`config.mk`:
```
export PLATFORM = sky130hd
export DESIGN_NAME = pattern_tx
export DESIGN_NICKNAME = d
export VERILOG_FILES = /design/src/rtl/pattern_tx.sv
export SDC_FILE = /design/constraint.sdc
export NUM_CORES = 1
export LEC_CHECK = 0
export ABC_AREA = 0
export BUFFER_PORTS_ARGS = -buffer_cell sky130_fd_sc_hd__buf_2
export CAP_MARGIN = 20
export CORE_AREA = 2 2 39 41
export CTS_BUF_LIST = sky130_fd_sc_hd__clkbuf_4
export CTS_CLUSTER_DIAMETER = 100
export CTS_CLUSTER_SIZE = 16
export DETAILED_ROUTE_END_ITERATION = 10
export DIE_AREA = 0 0 41 43
export GPL_TIMING_DRIVEN = 1
export PLACE_DENSITY = 0.64
export SLEW_MARGIN = 0
export SYNTH_ARGS = -nofsm -noshare
export SYNTH_HDL_FRONTEND = slang
export SYNTH_SLANG_ARGS = --single-unit
```
`constraint.sdc`:
```
create_clock -name clk -period 1.8 [get_ports clk]
set_input_delay 0.27 -clock clk [delete_from_list [all_inputs] [get_ports clk]]
set_output_delay 0.27 -clock clk [all_outputs]
set_load 0.01 [all_outputs]
```
`src/rtl/pattern_tx.sv`:
```
`default_nettype none
// ============================================================================
// Module   : pattern_tx
// Function : Serial pattern transmitter. Sends PATTERN MSB-first on o, repeated
//            N times with GAP_BITS zero bits between repeats, then pulses done.
//            Optional abort port is enabled by defining TX_ABORT_EN.
// Revision : 1.0
// ============================================================================
module pattern_tx #(
    parameter int                   PAT_WIDTH = 4,
    parameter logic [PAT_WIDTH-1:0] PATTERN   = 4'b1101,
    parameter int                   CNT_BITS  = 4,
    parameter int                   GAP_BITS  = 0
) (
    input  logic                clk,
    input  logic                n_rst,
    input  logic                start,
    input  logic [CNT_BITS-1:0] repeat_cnt,
`ifdef TX_ABORT_EN
    input  logic                abort,
`endif
    output logic                o,
    output logic                busy,
    output logic                done
);

    localparam int IDX_W = $clog2(PAT_WIDTH);
    localparam logic [IDX_W-1:0] c_idx_msb  = IDX_W'(PAT_WIDTH - 1);
    localparam logic [3:0]       c_gap_last = 4'((GAP_BITS > 0) ? (GAP_BITS - 1) : 0);
    localparam logic             c_pat_msb  = PATTERN[PAT_WIDTH-1];

    typedef enum logic [1:0] {
        ST_IDLE = 2'd0,
        ST_SEND = 2'd1,
        ST_GAP  = 2'd2
    } state_t;

    state_t              r_state,    w_state_nxt;
    logic [IDX_W-1:0]    r_bit_idx,  w_idx_nxt;
    logic [CNT_BITS-1:0] r_rep_left, w_rep_nxt;
    logic [3:0]          r_gap_cnt,  w_gap_nxt;
    logic                r_o,        w_o_nxt;
    logic                r_busy,     w_busy_nxt;
    logic                r_done,     w_done_nxt;
    logic [IDX_W-1:0]    w_idx_dec;

    assign w_idx_dec = r_bit_idx - 1'b1;

    always_ff @(posedge clk or negedge n_rst) begin
        if (!n_rst) begin
            r_state    <= ST_IDLE;
            r_bit_idx  <= '0;
            r_rep_left <= '0;
            r_gap_cnt  <= '0;
            r_o        <= 1'b0;
            r_busy     <= 1'b0;
            r_done     <= 1'b0;
        end else begin
            r_state    <= w_state_nxt;
            r_bit_idx  <= w_idx_nxt;
            r_rep_left <= w_rep_nxt;
            r_gap_cnt  <= w_gap_nxt;
            r_o        <= w_o_nxt;
            r_busy     <= w_busy_nxt;
            r_done     <= w_done_nxt;
        end
    end

    always_comb begin
        w_state_nxt = r_state;
        w_idx_nxt   = r_bit_idx;
        w_rep_nxt   = r_rep_left;
        w_gap_nxt   = r_gap_cnt;
        w_o_nxt     = r_o;
        w_busy_nxt  = r_busy;
        w_done_nxt  = 1'b0;

        case (r_state)
            ST_IDLE: begin
                w_o_nxt    = 1'b0;
                w_busy_nxt = 1'b0;
                if (start) begin
                    if (repeat_cnt == '0) begin
                        w_done_nxt = 1'b1;
                    end else begin
                        w_rep_nxt   = repeat_cnt;
                        w_idx_nxt   = c_idx_msb;
                        w_o_nxt     = c_pat_msb;
                        w_busy_nxt  = 1'b1;
                        w_state_nxt = ST_SEND;
                    end
                end
            end
            ST_SEND: begin
                if (r_bit_idx != '0) begin
                    w_idx_nxt = w_idx_dec;
                    w_o_nxt   = PATTERN[w_idx_dec];
                end else if (r_rep_left != CNT_BITS'(1)) begin
                    // LSB of a non-final repeat: either pad with zeros or restart at once
                    w_rep_nxt = r_rep_left - 1'b1;
                    if (GAP_BITS > 0) begin
                        w_o_nxt     = 1'b0;
                        w_gap_nxt   = c_gap_last;
                        w_state_nxt = ST_GAP;
                    end else begin
                        w_o_nxt   = c_pat_msb;
                        w_idx_nxt = c_idx_msb;
                    end
                end else begin
                    w_o_nxt     = 1'b0;
                    w_busy_nxt  = 1'b0;
                    w_done_nxt  = 1'b1;
                    w_state_nxt = ST_IDLE;
                end
            end
            ST_GAP: begin
                if (r_gap_cnt == '0) begin
                    w_o_nxt     = c_pat_msb;
                    w_idx_nxt   = c_idx_msb;
                    w_state_nxt = ST_SEND;
                end else begin
                    w_gap_nxt = r_gap_cnt - 1'b1;
                    w_o_nxt   = 1'b0;
                end
            end
            default: begin
                w_o_nxt     = 1'b0;
                w_busy_nxt  = 1'b0;
                w_state_nxt = ST_IDLE;
            end
        endcase

`ifdef TX_ABORT_EN
        if (abort && r_busy) begin
            w_o_nxt     = 1'b0;
            w_busy_nxt  = 1'b0;
            w_done_nxt  = 1'b1;
            w_state_nxt = ST_IDLE;
        end
`endif
    end

    assign o    = r_o;
    assign busy = r_busy;
    assign done = r_done;

endmodule
`default_nettype wire

```
==> flow_metrics.py <==
metrics = {
    "layout": {
        "area.sequential_um2": 250,
        "layout.nets": 81,
        "design_area_um2": 673,
        "layout_common_cells": "dfrtp_1, buf_2, inv_1",
        "syn_to_final_growth_pct": 17.7,
        "drive_gt1_share_pct": 25.0,
        "multi_input_area_um2": 288,
        "antennaDiodeCount": 0,
        "final_common_cell": "dfrtp_1",
        "fillers": 134,
    },
    "timing": {
        "maxSlewHeadroom_pct": 69.0,
        "setup_viol": 0,
        "rsz0062_at_grt": "false",
        "setup_ws_ps": 237,
        "finalHoldViolations": 0,
        "slew_viol_final": 0,
        "max_freq_mhz": 640,
        "finalCritPeriodShare_pct": 86.8,
        "period_minus_slack_ps": 1560,
        "whs_ps": 336,
        "tightestPinTransition_ps": 465,
        "fin_skew_ps": 2.16,
    },
    "floorplanning": {
        "fp.dieH_um": 43,
        "dieArea_um2": 1760,
        "io-pin-count": 10,
        "start_util_pct": 41.3,
        "coreArea_um2": 1380,
        "die_w_um": 41,
        "rows": 14,
    },
    "pwr": {
        "swShare_pct": 39.0,
        "pwr-share-seq_pct": 37.2,
        "power_switching_mw": 0.388,
        "leakage_nw": 0.336,
        "power_density_nw_per_um2": 1480,
        "vdd_drop_max_mv": 0.653,
        "internal_power_mw": 0.607,
        "p_clk_share_pct": 14.8,
        "power_frac_comb_pct": 48.0,
        "power.total_mw": 0.995,
    },
    "logic_synthesis": {
        "synth_nets": 67,
        "netlist_instances": 56,
        "synth.distinct_cells": 25,
        "avgSynthCellArea_um2": 10.2,
        "yosysSeqAreaShare_pct": 43.8,
        "netlist_area_um2": 572,
        "ys_warn_count": 0,
        "ys_seq_elements": 10,
    },
    "setup_path": {
        "critPathRequiredTime_ps": 1950,
        "r2r-start": "r_rep_left[0]",
        "setup.worst_path.start": "r_rep_left[0]",
        "r2r-end": "r_rep_left[2]",
        "rr_worst_depth": 5,
        "r2r_slack_ps": 240,
        "cp-end-kind": "register",
        "crit_path_end": "r_rep_left[2]",
        "crit_path_start_kind": "register",
        "arrival_ps": 1710,
        "path_class": "reg -> reg",
        "crit_fanout": 11,
    },
    "global_routing": {
        "grt_max_degree": 15,
        "grt_usage_pct": 14.5,
        "grt_overflow": 0,
        "grt_pass1_wl_um": 1660,
        "antenna_found_initial": 0,
        "grt_pass1_vias": 386,
    },
    "clock_tree": {
        "clockBufferDepth": 2,
        "cts_buffers": 3,
        "clock-sinks": 10,
        "clk_latency_ps": 260,
        "path_clk_slew_ps": 60,
        "cts_tree": "yes",
        "cts_root_buffer": "clkbuf_4",
        "htree_levels": 1,
    },
    "route": {
        "postRouteAntennaNets": 0,
        "drc": 0,
        "drt_wl_total_um": 1030,
        "drtIter0Drc": 15,
        "wl_per_cell_um": 12.2,
        "viasPerCell": 5.18,
        "vias": 435,
        "dr.pass1.iters": 4,
    },
    "hold_path": {
        "hold_class": "in -> reg",
    },
    "run": {
        "cap_violations": 0,
    },
    "placed_design": {
        "dp_hpwl_um": 743,
        "gp_congestion": 0.725,
        "placed_area_um2": 629,
        "port_buffers": 9,
        "dp_slack_ps": -29.6,
    },
    "outcome": {
        "status": "completed",
    },
}
==> how the worst min path moves through the flow <==
stage,cells past startpoint,start,endpoint
2_1_floorplan,0,n_rst,busy
3_3_place_gp,1,n_rst,done
3_5_place_dp,1,n_rst,done
4_1_cts,3,repeat_cnt[3],r_rep_left[3]
5_1_grt,3,repeat_cnt[3],r_rep_left[3]
6_report,3,repeat_cnt[3],r_rep_left[3]
==> power by group through the flow <==
stage	sequential (mW)	combinational, mW	clock, mW
after global routing	0.379	0.547	0.170
after floorplan	0.374	0.367	0
after CTS	0.365	0.475	0.158
after detailed placement	0.369	0.465	0
after global placement	0.365	0.459	0
final	0.370	0.478	0.148
==> synthesized netlist by cell type, drive strengths merged <==
library cell / n / area (um2)
nand4: 2 / 12.5
dfrtp: 10 / 250
nor3: 1 / 5.00
a21o: 1 / 7.51
o211a: 1 / 10.0
o21ai: 3 / 15.0
clkbuf: 1 / 3.75
o2111ai: 1 / 8.76
a21oi: 1 / 8.76
nor4: 1 / 21.3
nor2: 3 / 11.3
o22ai: 1 / 6.26
o211ai: 1 / 7.51
nor3b: 2 / 15.0
nand2b: 1 / 6.26
buf: 1 / 11.3
ha: 4 / 50.1
inv: 8 / 30.0
nand3b: 3 / 22.5
nor2b: 1 / 6.26
nand3: 2 / 10.0
a32o: 1 / 10.0
mux2i: 2 / 20.0
a21boi: 2 / 15.0
nand2: 2 / 7.51
==> logic make-up after synthesis <==
family,count (synthesis),share of synthesized area (%)
AND/OR/NAND/NOR,18,20.6
buffers and inverters,10,7.88
adder cells (fa/ha/maj),4,8.75
flip-flops,10,43.8
multiplexers,2,3.50
AO/OA/AOI/OAI,12,15.5
==> cell type report <==
class | count | area share [%]
flip-flops and latches | 10 | 37.2
well taps | 16 | 2.97
clock buffers | 3 | 3.35
inverters | 8 | 4.46
repair buffers | 11 | 9.29
multi-input cells | 36 | 42.8
==> what timing repair did <==
| action | in CTS | in global routing |
|---|---|---|
| hold buffers | 1 | 0 |
| gates cloned | 0 | 0 |
| hold endpoints to repair | 10 | 0 |
| resized for setup | 1 | 2 |
| setup endpoints to repair | 1 | 4 |
| buffers inserted | 0 | 0 |
==> worst max-delay path, stage by stage (launching register included) <==
cell	delay, ps
dfrtp_1	400
ha_1	200
nor3b_2	170
o22ai_2	380
nand4_1	170
o211a_1	150
==> metrics by stage <==
| step | util [%] | setup TNS [ps] | std cells |
|---|---|---|---|
| global route | 48.6 | 0 | 84 |
| CTS | 48.3 | 0 | 84 |
| global placement | 45.5 | 0 | 80 |
| detailed placement | 45.5 | -29.6 | 80 |
| floorplan | - | 0 | 56 |
| finish | 48.6 | 0 | 84 |
==> registers in the layout (all words and copies together), names as in the netlist <==
name	flops
r_state	1
r_bit_idx	2
busy	1
o	1
r_rep_left	4
done	1
==> metal layers <==
metal  global-route usage [%]  wire length [um]  vias to the layer above
li1                         -                 -                      222
met1                     21.2               517                      199
met2                     18.1               449                       12
met3                     4.71                54                        2
met4                     8.00                 5                        0
met5                        0                 0                        -
Power figures use the tool's default switching activity.
